### config.mk
export PLATFORM = sky130hd
export DESIGN_NAME = median_window_feeder
export DESIGN_NICKNAME = d
export VERILOG_FILES = /design/src/rtl/median_feeder_pkg.sv /design/src/rtl/feeder_lat_counter.sv /design/src/rtl/median_window_feeder.sv
export SDC_FILE = /design/constraint.sdc
export NUM_CORES = 1
export LEC_CHECK = 0
export CORE_ASPECT_RATIO = 1.4
export CORE_MARGIN = 3
export CORE_UTILIZATION = 45
export CTS_CLUSTER_SIZE = 8
export DETAILED_ROUTE_END_ITERATION = 10
export PLACE_DENSITY = 0.75
export SLEW_MARGIN = 30
export SYNTH_ARGS = -nofsm -noshare
export SYNTH_HDL_FRONTEND = slang
export SYNTH_HIERARCHICAL = 1
export SYNTH_SLANG_ARGS = --single-unit
### constraint.sdc
create_clock -name clk -period 2 [get_ports clk]
set_clock_uncertainty 0.05 [all_clocks]
set_input_delay 0.4 -clock clk [delete_from_list [all_inputs] [get_ports clk]]
set_output_delay 0.4 -clock clk [all_outputs]
set_load 0.1 [all_outputs]
### src/rtl/median_feeder_pkg.sv
`default_nettype none
// ============================================================================
// Module      : median_feeder_pkg
// Description : Shared widths and the state encoding for median_window_feeder
//               and its latency counter.
// Revision    : 1.0 - initial release
// ============================================================================
package median_feeder_pkg;

  localparam int DATA_W   = 8;
  localparam int WIN_SIZE = 8;
  localparam int ADDR_W   = 3;
  localparam int FILL_W   = 4;
  localparam int LAT_W    = 4;

  typedef enum logic [1:0] {
    IDLE  = 2'd0,
    PRIME = 2'd1,
    WAIT  = 2'd2,
    HOLD  = 2'd3
  } feeder_state_t;

endpackage : median_feeder_pkg
`default_nettype wire

### src/rtl/feeder_lat_counter.sv
`default_nettype none
// ============================================================================
// Module      : feeder_lat_counter
// Description : Loadable down-counter that measures the core's result latency.
//               o_done flags the last counted cycle (count == 1).
// Revision    : 1.0 - initial release
// ============================================================================
module feeder_lat_counter
  import median_feeder_pkg::*;
(
  input  logic             clk,
  input  logic             rst,
  input  logic             i_load,
  input  logic [LAT_W-1:0] i_load_val,
  input  logic             i_en,
  output logic             o_done
);

  logic [LAT_W-1:0] r_cnt;

  // Load takes priority; otherwise count down while enabled, stopping at zero.
  always_ff @(posedge clk or posedge rst) begin
    if (rst) begin
      r_cnt <= '0;
    end else if (i_load) begin
      r_cnt <= i_load_val;
    end else if (i_en && (r_cnt != '0)) begin
      r_cnt <= r_cnt - 1'b1;
    end
  end

  assign o_done = (r_cnt == LAT_W'(1));

endmodule : feeder_lat_counter
`default_nettype wire

### src/rtl/median_window_feeder.sv
`default_nettype none
// ============================================================================
// Module      : median_window_feeder
// Description : Feeds an 8-entry sliding sample window into the median core's
//               register file and returns the core's result on a valid/ready
//               stream. Optional macro MEDIAN_FEEDER_PRIME_EN: the first
//               sample after reset is replicated into all 8 slots so a result
//               follows immediately.
// Revision    : 1.0 - initial release
// ============================================================================
module median_window_feeder
  import median_feeder_pkg::*;
#(
  parameter int RESULT_LAT = 2
) (
  input  logic              clk,
  input  logic              rst,
  input  logic [DATA_W-1:0] s_data,
  input  logic              s_valid,
  output logic              s_ready,
  output logic [DATA_W-1:0] core_data,
  output logic [ADDR_W-1:0] core_addr,
  output logic              core_wr_en,
  input  logic [DATA_W-1:0] core_result,
  output logic [DATA_W-1:0] m_data,
  output logic              m_valid,
  input  logic              m_ready
);

  localparam logic [LAT_W-1:0]  c_result_lat = LAT_W'(RESULT_LAT);
  localparam logic [FILL_W-1:0] c_win_full   = FILL_W'(WIN_SIZE);

  feeder_state_t     r_state;
  feeder_state_t     w_state_nxt;
  logic [ADDR_W-1:0] r_wr_ptr;
  logic [FILL_W-1:0] r_fill;
  logic [FILL_W-1:0] w_fill_inc;
  logic              w_accept;
  logic              w_lat_load;
  logic              w_lat_en;
  logic              w_lat_done;
  logic              w_capture;

  // Saturating window occupancy after one more sample.
  assign w_fill_inc = (r_fill == c_win_full) ? c_win_full : r_fill + 1'b1;

  // Held low while reset is active so upstream never sees a spurious ready.
  assign s_ready = (r_state == IDLE) && !rst;

  // The core only captures on the edge after our write strobe, so the latency
  // count starts once that strobe has dropped.
  assign w_lat_en = (r_state == WAIT) && !core_wr_en;

  feeder_lat_counter u_lat_counter (
    .clk        (clk),
    .rst        (rst),
    .i_load     (w_lat_load),
    .i_load_val (c_result_lat),
    .i_en       (w_lat_en),
    .o_done     (w_lat_done)
  );

  // State register.
  always_ff @(posedge clk or posedge rst) begin
    if (rst) begin
      r_state <= IDLE;
    end else begin
      r_state <= w_state_nxt;
    end
  end

  // Next-state decode and per-cycle control strobes.
  always_comb begin
    w_state_nxt = r_state;
    w_accept    = 1'b0;
    w_lat_load  = 1'b0;
    w_capture   = 1'b0;
    case (r_state)
      IDLE: begin
        if (s_valid) begin
          w_accept   = 1'b1;
          w_lat_load = 1'b1;
`ifdef MEDIAN_FEEDER_PRIME_EN
          if (r_fill == '0) begin
            w_state_nxt = PRIME;
          end else
`endif
          if (w_fill_inc == c_win_full) begin
            w_state_nxt = WAIT;
          end
        end
      end
`ifdef MEDIAN_FEEDER_PRIME_EN
      PRIME: begin
        if (r_wr_ptr == ADDR_W'(WIN_SIZE - 1)) begin
          w_state_nxt = WAIT;
          w_lat_load  = 1'b1;
        end
      end
`endif
      WAIT: begin
        if (w_lat_done && !core_wr_en) begin
          w_capture   = 1'b1;
          w_state_nxt = HOLD;
        end
      end
      HOLD: begin
        if (m_ready) begin
          w_state_nxt = IDLE;
        end
      end
      default: w_state_nxt = IDLE;
    endcase
  end

  // Window write port, pointer/occupancy bookkeeping and result capture.
  always_ff @(posedge clk or posedge rst) begin
    if (rst) begin
      r_wr_ptr   <= '0;
      r_fill     <= '0;
      core_wr_en <= 1'b0;
      core_addr  <= '0;
      core_data  <= '0;
      m_data     <= '0;
      m_valid    <= 1'b0;
    end else begin
      core_wr_en <= 1'b0;
      if (w_accept) begin
        core_wr_en <= 1'b1;
        core_data  <= s_data;
        core_addr  <= r_wr_ptr;
        r_wr_ptr   <= r_wr_ptr + 1'b1;
        r_fill     <= w_fill_inc;
      end
`ifdef MEDIAN_FEEDER_PRIME_EN
      // Replicate the held sample into the remaining slots; the next real
      // sample overwrites slot 1 because slot 0 was written first.
      if (r_state == PRIME) begin
        core_wr_en <= 1'b1;
        core_addr  <= r_wr_ptr;
        if (r_wr_ptr == ADDR_W'(WIN_SIZE - 1)) begin
          r_wr_ptr <= ADDR_W'(1);
          r_fill   <= c_win_full;
        end else begin
          r_wr_ptr <= r_wr_ptr + 1'b1;
        end
      end
`endif
      if (w_capture) begin
        m_data  <= core_result;
        m_valid <= 1'b1;
      end else if ((r_state == HOLD) && m_ready) begin
        m_valid <= 1'b0;
      end
    end
  end

endmodule : median_window_feeder
`default_nettype wire

==> impl_metrics.tcl <==
set metrics [dict create \
    hpwl_um 2360 \
    worst_setup_path_end_kind "flop" \
    nFillCells 260 \
    synth_edf_count 0 \
    r2r_slack_ps 210 \
    avgRoutedWirePerCell_um 15.0 \
    synth-seq-area-share 0.530 \
    vias_per_cell 5.27 \
    routabilityCongestion 0.693 \
    ys_types 36 \
    hold_viol_final 0 \
    die_y_um 76.7 \
    cts_buffers 5 \
    grt_pass1_vias 1203 \
    final_common_cell "dfrtp_1" \
    status "complete, no violations" \
    syn_avg_cell_area_sq_um 12.9 \
    netlist_instances 124 \
    areaGrowthSynthToFinish_pct 33.7 \
    cts_tree "built" \
    grt_start_max_net_pins 33 \
    wirelength_um 3190 \
    maxCapViolCount 0 \
    start_kind "flop" \
    synthFlopType "dfrtp_1" \
    layout_common_cells "34 x dfrtp_1, 23 x buf_4, 19 x clkdlybuf4s50_1" \
    syn-cell-area_sq_mm 0.00161 \
    clk_latency_ps 280 \
    grt-ovfl-total 0 \
    port_buffers 41 \
    fin_tns_setup_ps 0 \
    drc_errors 0 \
    rows 25 \
    crit_slowest_cell "dfrtp_1" \
    period_share 0.895 \
    clkTransAtPathRegs_ps 70 \
    fin_crit_ps 1790 \
    yosys_warnings 6 \
    dp_slack_ps 85.1 \
    cp_max_fo 8 \
    start_util 0.471 \
    r2r-end "u_lat_counter/r_cnt[3]" \
    ys_seq_elements 34 \
    boundaryPins 42 \
    h-tree-depth 2 \
    nets 197 \
    slew_viol_final 0 \
    ant_nets 0 \
    core-area_sq_mm 0.00341 \
    grt_pass1_wl_um 5610 \
    drive_above_1_share 0.272 \
    hold_class "in2async" \
    async_reset_ff_frac 1.00 \
    critPathKind "reg2reg" \
    fin_ws_ps 211 \
    clock-sinks 34 \
    fmax_ghz 0.559 \
    die-area_sq_mm 0.00433 \
    dr.pass1.iters 4 \
    crit_chain "nor3b_4, nor4b_2, nor3b_1, a221o_1" \
    clk_path_buf_depth 2 \
    ctsResizeCount 0 \
    crit_arrival_ps 1910 \
    antenna_cells 0 \
    groute.usage.overall 0.166 \
    cpPeakStageDelay_ps 520 \
    rsz0062_at_grt "no" \
    via_count 1122 \
    crit-reg2reg-launch "r_state[0]" \
    die_w_um 56.5 \
    post-cts-setup-buffers 0 \
    drtIter0Drc 14 \
    root_buffer "clkbuf_8" \
    antenna_found_initial 0 \
    cp.required_ps 2120 \
    ff2ff_path_depth 4 \
    hold_buffers 0 \
    finalSetupViolCount 0 \
]
## cells by family (layout without fill, tap and decap cells)
family	after synthesis	in the layout	synth area share
flops	34	34	0.530
simple gates	27	27	0.112
mux	23	23	0.178
compound gates	18	18	0.0748
buf+inv	12	59	0.0444
fa+ha+maj	5	5	0.0390
xor+xnor	3	3	0.0164
other cells	2	4	0.00468
## state kept, by name, indices dropped and copies added, names as in the netlist
name and count:
m_valid 1, core_wr_en 1, core_data 8, r_wr_ptr 3, m_data 8, r_fill 4
core_addr 3, r_state 2, u_lat_counter/r_cnt 4
## worst max path at each step
| stage | startpoint | endpoint | slack [ps] |
|---|---|---|---|
| floorplan | core_wr_en | m_data[0] | 60 |
| global placement | s_valid | r_fill[2] | 110 |
| detailed placement | s_valid | r_fill[2] | 90 |
| CTS | r_state[0] | u_lat_counter/r_cnt[3] | 220 |
| global route | r_state[0] | u_lat_counter/r_cnt[3] | 60 |
| finish | r_state[0] | u_lat_counter/r_cnt[3] | 210 |
## worst max-delay path: cells and delay by family (launching register included)
family | cells | cell delay (ps)
DFF | 1 | 520
AOI/OAI and AO/OA | 1 | 260
and+or+nand+nor | 3 | 840
## layout make-up
type                       instances  area, sq um  share of cell area
sequential                        34          851               0.397
multi-input combinational         80          708               0.330
tap                               40         50.0              0.0233
clock buffer                       7         86.3              0.0402
timing repair buffer              45          423               0.197
inverter                           6         22.5              0.0105
clock inverter                     1         5.00             0.00233
## through the flow
stage | utilization | cells | area, sq um | hold slack [ps]
3_3_place_gp | 0.603 | 205 | 2050 | 415
4_1_cts | 0.629 | 213 | 2150 | 361
3_5_place_dp | 0.603 | 205 | 2050 | 423
6_report | 0.629 | 213 | 2150 | 364
2_1_floorplan | - | 126 | 1620 | 116
5_1_grt | 0.629 | 213 | 2150 | 372
## cells in the mapped netlist (3+ instances only)
cell type,instances,share of area
o21ai_1,4,0.012
ha_1,5,0.039
nand2_1,10,0.023
mux2_4,8,0.075
a21oi_1,4,0.012
nor3b_1,3,0.014
buf_4,3,0.014
inv_1,6,0.014
dfrtp_1,34,0.53
mux2_1,13,0.091
## per-layer routing
metal | up-vias | track usage | routed length (um)
met5 | - | 0 | 0
met4 | 0 | 0.0665 | 52
met3 | 5 | 0.0539 | 183
met2 | 39 | 0.281 | 1670
met1 | 553 | 0.191 | 1280
li1 | 525 | - | -
Power is not shown: default switching activity piles up to over one toggle a cycle in this logic, so the estimate is an artifact.
